**src/rtl/alu_arbiter.sv**
```systemverilog
// alu_arbiter: round-robin sharing of one combinational ALU among NREQ valid/ready requesters.
// Defining ALU_ARB_STATS_EN adds saturating per-requester grant counters and a stall counter.
module alu_arbiter #(
  parameter int NREQ   = 2,
  parameter int WORD_W = 32,
  parameter int CNT_W  = 16,
  localparam int ID_W  = $clog2(NREQ)
) (
  input  logic                     CLK,
  input  logic                     RST,
  input  logic [NREQ-1:0]          req_valid,
  output logic [NREQ-1:0]          req_ready,
  input  logic [NREQ*4-1:0]        req_aluop,
  input  logic [NREQ*WORD_W-1:0]   req_a,
  input  logic [NREQ*WORD_W-1:0]   req_b,
  output logic [NREQ-1:0]          rsp_valid,
  input  logic [NREQ-1:0]          rsp_ready,
  output logic [WORD_W-1:0]        rsp_o,
  output logic [2:0]               rsp_nzv,
  output logic [3:0]               alu_aluop,
  output logic [WORD_W-1:0]        alu_port_a,
  output logic [WORD_W-1:0]        alu_port_b,
  input  logic [WORD_W-1:0]        alu_port_o,
  input  logic                     alu_n,
  input  logic                     alu_z,
  input  logic                     alu_v,
  output logic                     busy,
  output logic [ID_W-1:0]          gnt_id
`ifdef ALU_ARB_STATS_EN
  ,
  output logic [NREQ*CNT_W-1:0]    stat_grants,
  output logic [CNT_W-1:0]         stat_stall
`endif
);

  typedef enum logic [1:0] {IDLE = 2'd0, EXEC = 2'd1, RESP = 2'd2} state_t;

  localparam logic [ID_W:0]   NREQ_L   = (ID_W+1)'(NREQ);
  localparam logic [ID_W-1:0] LAST_ID  = ID_W'(NREQ-1);
  localparam logic [NREQ-1:0] ONE_HOT0 = {{(NREQ-1){1'b0}}, 1'b1};

  state_t              state_r;
  logic [ID_W-1:0]     rr_ptr_r;
  logic [ID_W-1:0]     gnt_id_r;
  logic [3:0]          op_r;
  logic [WORD_W-1:0]   a_r;
  logic [WORD_W-1:0]   b_r;
  logic [WORD_W-1:0]   res_r;
  logic [2:0]          nzv_r;
  logic [NREQ-1:0]     rsp_valid_r;
  logic                busy_r;

  logic [NREQ-1:0]     rot_s;
  logic [ID_W-1:0]     off_s;
  logic [ID_W:0]       wsum_s;
  logic [ID_W-1:0]     win_id_s;
  logic                win_valid_s;
  logic                accept_s;
  logic [3:0]          sel_op_s;
  logic [WORD_W-1:0]   sel_a_s;
  logic [WORD_W-1:0]   sel_b_s;

  // Winner search: rotate so rr_ptr sits at bit 0, lowest set bit is the offset from rr_ptr.
  always_comb begin
    rot_s = NREQ'({req_valid, req_valid} >> rr_ptr_r);
    off_s = {ID_W{1'b0}};
    for (int k = NREQ-1; k >= 0; k--) begin
      off_s = rot_s[k] ? ID_W'(k) : off_s;
    end
    wsum_s      = {1'b0, rr_ptr_r} + {1'b0, off_s};
    win_id_s    = (wsum_s >= NREQ_L) ? ID_W'(wsum_s - NREQ_L) : wsum_s[ID_W-1:0];
    win_valid_s = |req_valid;
    accept_s    = win_valid_s && (state_r == IDLE) && !RST;
  end

  // Operand mux selecting the winning requester's fields.
  always_comb begin
    sel_op_s = 4'h0;
    sel_a_s  = {WORD_W{1'b0}};
    sel_b_s  = {WORD_W{1'b0}};
    for (int k = 0; k < NREQ; k++) begin
      sel_op_s = (win_id_s == ID_W'(k)) ? req_aluop[k*4 +: 4]        : sel_op_s;
      sel_a_s  = (win_id_s == ID_W'(k)) ? req_a[k*WORD_W +: WORD_W]  : sel_a_s;
      sel_b_s  = (win_id_s == ID_W'(k)) ? req_b[k*WORD_W +: WORD_W]  : sel_b_s;
    end
  end

  // Ready is combinational so a request can be taken in the cycle it is first seen.
  assign req_ready = accept_s ? (ONE_HOT0 << win_id_s) : {NREQ{1'b0}};

  // Control FSM; operands, result, response valid and busy are all registered.
  always_ff @(posedge CLK or posedge RST) begin
    if (RST) begin
      state_r     <= IDLE;
      rr_ptr_r    <= {ID_W{1'b0}};
      gnt_id_r    <= {ID_W{1'b0}};
      op_r        <= 4'h0;
      a_r         <= {WORD_W{1'b0}};
      b_r         <= {WORD_W{1'b0}};
      res_r       <= {WORD_W{1'b0}};
      nzv_r       <= 3'b000;
      rsp_valid_r <= {NREQ{1'b0}};
      busy_r      <= 1'b0;
    end else begin
      case (state_r)
        IDLE: begin
          if (accept_s) begin
            op_r     <= sel_op_s;
            a_r      <= sel_a_s;
            b_r      <= sel_b_s;
            gnt_id_r <= win_id_s;
            busy_r   <= 1'b1;
            state_r  <= EXEC;
          end
        end
        EXEC: begin
          res_r       <= alu_port_o;
          nzv_r       <= {alu_n, alu_z, alu_v};
          rr_ptr_r    <= (gnt_id_r == LAST_ID) ? {ID_W{1'b0}} : gnt_id_r + ID_W'(1);
          rsp_valid_r <= ONE_HOT0 << gnt_id_r;
          state_r     <= RESP;
        end
        RESP: begin
          if (|(rsp_valid_r & rsp_ready)) begin
            rsp_valid_r <= {NREQ{1'b0}};
            busy_r      <= 1'b0;
            state_r     <= IDLE;
          end
        end
        default: begin
          rsp_valid_r <= {NREQ{1'b0}};
          busy_r      <= 1'b0;
          state_r     <= IDLE;
        end
      endcase
    end
  end

  assign alu_aluop  = op_r;
  assign alu_port_a = a_r;
  assign alu_port_b = b_r;
  assign rsp_o      = res_r;
  assign rsp_nzv    = nzv_r;
  assign rsp_valid  = rsp_valid_r;
  assign busy       = busy_r;
  assign gnt_id     = gnt_id_r;

`ifdef ALU_ARB_STATS_EN
  localparam logic [CNT_W-1:0] CNT_MAX = {CNT_W{1'b1}};

  logic [NREQ-1:0][CNT_W-1:0] grants_r;
  logic [CNT_W-1:0]           stall_r;

  // Saturating grant and stall counters.
  always_ff @(posedge CLK or posedge RST) begin
    if (RST) begin
      grants_r <= {(NREQ*CNT_W){1'b0}};
      stall_r  <= {CNT_W{1'b0}};
    end else begin
      for (int k = 0; k < NREQ; k++) begin
        if (accept_s && (win_id_s == ID_W'(k)) && (grants_r[k] != CNT_MAX)) begin
          grants_r[k] <= grants_r[k] + CNT_W'(1);
        end
      end
      if ((|(req_valid & ~req_ready)) && (stall_r != CNT_MAX)) begin
        stall_r <= stall_r + CNT_W'(1);
      end
    end
  end

  assign stat_grants = grants_r;
  assign stat_stall  = stall_r;
`endif

endmodule

```
**config.mk**
```make
export PLATFORM = sky130hd
export DESIGN_NAME = alu_arbiter
export DESIGN_NICKNAME = d
export VERILOG_FILES = /design/src/rtl/alu_arbiter.sv
export SDC_FILE = /design/constraint.sdc
export NUM_CORES = 1
export LEC_CHECK = 0
export ABC_AREA = 1
export CAP_MARGIN = 20
export CORE_MARGIN = 2
export CORE_UTILIZATION = 42
export DETAILED_ROUTE_END_ITERATION = 8
export PLACE_DENSITY = 0.86
export SETUP_SLACK_MARGIN = 0.15
export SLEW_MARGIN = 20
export SYNTH_ARGS = -nofsm -noshare
export SYNTH_HDL_FRONTEND = slang
export SYNTH_SLANG_ARGS = --single-unit
```
**constraint.sdc**
```tcl
create_clock -name CLK -period 7.26 [get_ports CLK]
set_clock_uncertainty 0.1 [all_clocks]
set_input_delay 1.089 -clock CLK [delete_from_list [all_inputs] [get_ports CLK]]
set_output_delay 1.089 -clock CLK [all_outputs]
set_load 0.01 [all_outputs]
```
==> run_results.csv <==
group,metric,value,unit
status,status,"completed",
clock_tree,cts_tree,"built",
sta,hold_viol,0,
global_routing,grt_max_degree,71,
route,routed_wl,16380,µm
setup_path,critPathArrivalTime,3.18,ns
route,wl_per_cell,14.70,µm
global_routing,grtUsageTotal,0.2459,
cells_and_area,antenna_cells,0,
pwr,leakagePower,4.228,nW
synthesis,ys_top_cells_by_count,"nand2_1, dfrtp_1, nand3_1, clkbuf_1, buf_2",
clock_tree,clock_tree.htree_level_count,3,
die,ios,286,
clock_tree,clk_pin_slew_worst_paths,0.07,ns
setup_path,reg2reg_to,"alu_port_a[12]$_DFFE_PP0P_",
synthesis,ys.warnings.count,0,
cells_and_area,drive_gt1_frac,0.03516,
synthesis,syn_nets,878,
global_routing,grt_pass1_vias,5105,
route,drc,0,
synthesis,yosysMostFrequentCell,"nand2_1",
clock_tree,clockBufferDepth,2,
sta,rsz0062_at_grt,"no",
synthesis,synth-main-ff-cell,"dfrtp_1",
synthesis,async_flop_share,1.000,
setup_path,ff2ff_path_depth,9,
sta,setup_viol,0,
cells_and_area,areaGrowthSynthToFinish,61.92,%
synthesis,seq_area_frac_synth,0.5336,
placement,dpl.hpwl,11430,µm
synthesis,avgSynthCellArea,7.359,µm²
setup_path,crit_path_end_kind,"output port",
setup_path,required,6.07,ns
route,vias,5360,
pwr,vdd_drop_max,0.1902,mV
synthesis,yosys.area.top_type_share,0.5336,
sta,tns,0,ns
placement,io_buffers,285,
route,ant_nets,0,
clock_tree,cts-buffers-inserted,9,
global_routing,antenna_found_initial,0,
setup_path,crit_fanout,69,
hold_path,worstHoldStart,"rsp_o[29]$_DFFE_PP0N_",
sta,fmax,229.0,MHz
synthesis,ys_ff_latch,110,
hold_path,holdCritPathClass,"flop to flop",
synthesis,synth_cells,701,
setup_path,rr_startpoint,"rr_ptr_r$_DFFE_PP0N_",
placement,globalplace.congestion,0.8076,
sta,min_period_over_period,0.6014,
setup_path,crit_path_start,"req_valid[1]",
die,std_cell_rows,40,
clock_tree,hold_buffers,0,
setup_path,crit_type,"input pin to output port",
setup_path,critPathCapture,"req_ready[1]",
setup_path,startpoint_type,"input pin",
synthesis,syn_area,5159,µm²
cells_and_area,post-route-util,0.6954,
clock_tree,cts_resized,0,
sta,fin_crit,4.366,ns
pwr,pwr_density_cell,366.4,nW/µm²
synthesis,ys_top_cells_by_area,"dfrtp_1, nand2_1, nand3_1",
cells_and_area,nets,1139,
clock_tree,clock-sinks,110,
sta,relSlewSlack,0.4555,
synthesis,synth_cell_types,16,
die,start_util,0.4295,
die,coreArea,12010,µm²
route,drtIter0Drc,355,
die,die_w,114.8,µm
die,die_area,13180,µm²
sta,worst_pin_slew,0.8167,ns
clock_tree,cts_setup_buffers,0,
global_routing,grt_pass1_wl,25450,µm
sta,slew_violations,0,
route,drt-pass1-iter-count,5,
synthesis,synth_edf_count,0,
synthesis,yosys.area.top_type,"dfrtp_1",
route,via_per_inst,4.811,
global_routing,grt_overflow,0,
job,max_cap_viol_count,0,
setup_path,rrSetupSlack,4.94,ns
die,die_h,114.8,µm
clock_tree,clkLatencyLatePin,0.34,ns
clock_tree,cts-root-buf,"clkbuf_16",
-- worst min path at each step --
stage,to,slack [ns],depth (start not counted)
after floorplan,busy$_DFFE_PP0P_,0.40,2
after global placement,rsp_o[15]$_DFFE_PP0N_,0.35,2
after detailed placement,busy$_DFFE_PP0P_,0.36,2
after CTS,rsp_o[16]$_DFFE_PP0N_,0.38,2
after global routing,rsp_o[16]$_DFFE_PP0N_,0.39,2
final,rsp_o[29]$_DFFE_PP0N_,0.38,2
-- layout by cell type, fill, tap and decap left out --
cell and n:
nand2_1 460, clkdlybuf4s50_1 285, dfrtp_1 110, nand3_1 68, clkbuf_16 9, buf_4 7, inv_1 5, nand2_2 5
nor2_1 3, clkinv_4 3, bufinv_16 2, nor2_2 1, inv_2 1, or2_4 1, nor3_4 1, inv_4 1
nand4_1 1, or2_2 1, o21ai_0 1, clkinvlp_4 1, clkinv_2 1
-- metal layers --
| metal | vias up | wire length, µm | track usage |
|---|---|---|---|
| met1 | 2440 | 6547 | 0.2955 |
| met4 | 0 | 613 | 0.1245 |
| li1 | 2667 | - | - |
| met2 | 209 | 8081 | 0.4170 |
| met3 | 44 | 1135 | 0.05535 |
| met5 | - | 0 | 0 |
-- registers in the layout (all words and copies together) (netlist names) --
| signal | count |
|---|---|
| alu_aluop | 4 |
| alu_port_a | 32 |
| alu_port_b | 32 |
| busy | 1 |
| gnt_id | 1 |
| rr_ptr_r | 1 |
| rsp_nzv | 3 |
| rsp_o | 32 |
| rsp_valid | 2 |
| state_r | 2 |
-- worst max-delay path, stage by stage --
cell and delay [ns]:
clkdlybuf4s50_1 0.50, inv_1 0.06, nand2_2 0.05, buf_4 0.59
nand2_2 0.11, inv_1 0.11, nand2_2 0.07, inv_1 0.05
clkdlybuf4s50_1 0.52
-- through the flow --
step           setup slack, ns  std cells  total power, mW  area [µm²]  hold WS [ns]
3_5_place_dp             2.914       1098            2.540        8029        0.3570
3_3_place_gp             2.958       1098            2.506        8029        0.3528
6_report                 2.894       1114            3.061        8353        0.3758
5_1_grt                  2.795       1114            3.271        8353        0.3911
4_1_cts                  2.911       1114            3.083        8353        0.3756
2_1_floorplan            1.698        701            1.721        5159        0.4047
-- cell type report --
type                            instances  area (µm²)
Clock buffer                            9       225.2
Clock inverter                          7       98.84
Fill cell                             957        3659
Inverter                                7       28.78
Multi-Input combinational cell        542        2158
Sequential cell                       110        2753
Tap cell                              147       183.9
Timing Repair Buffer                  292        2905
-- cells by family after synthesis --
group	synth area share
AND/OR/NAND/NOR	0.4150
buffers and inverters	0.05045
AO/OA/AOI/OAI	0.0009692
flip-flops	0.5336
-- power by group --
part / internal, mW / switching (mW) / total, mW
Sequential: 0.897 / 0.160 / 1.06
Combinational: 0.745 / 0.724 / 1.47
Clock: 0.304 / 0.230 / 0.534
No activity file was read; power rests on OpenSTA's default activity.
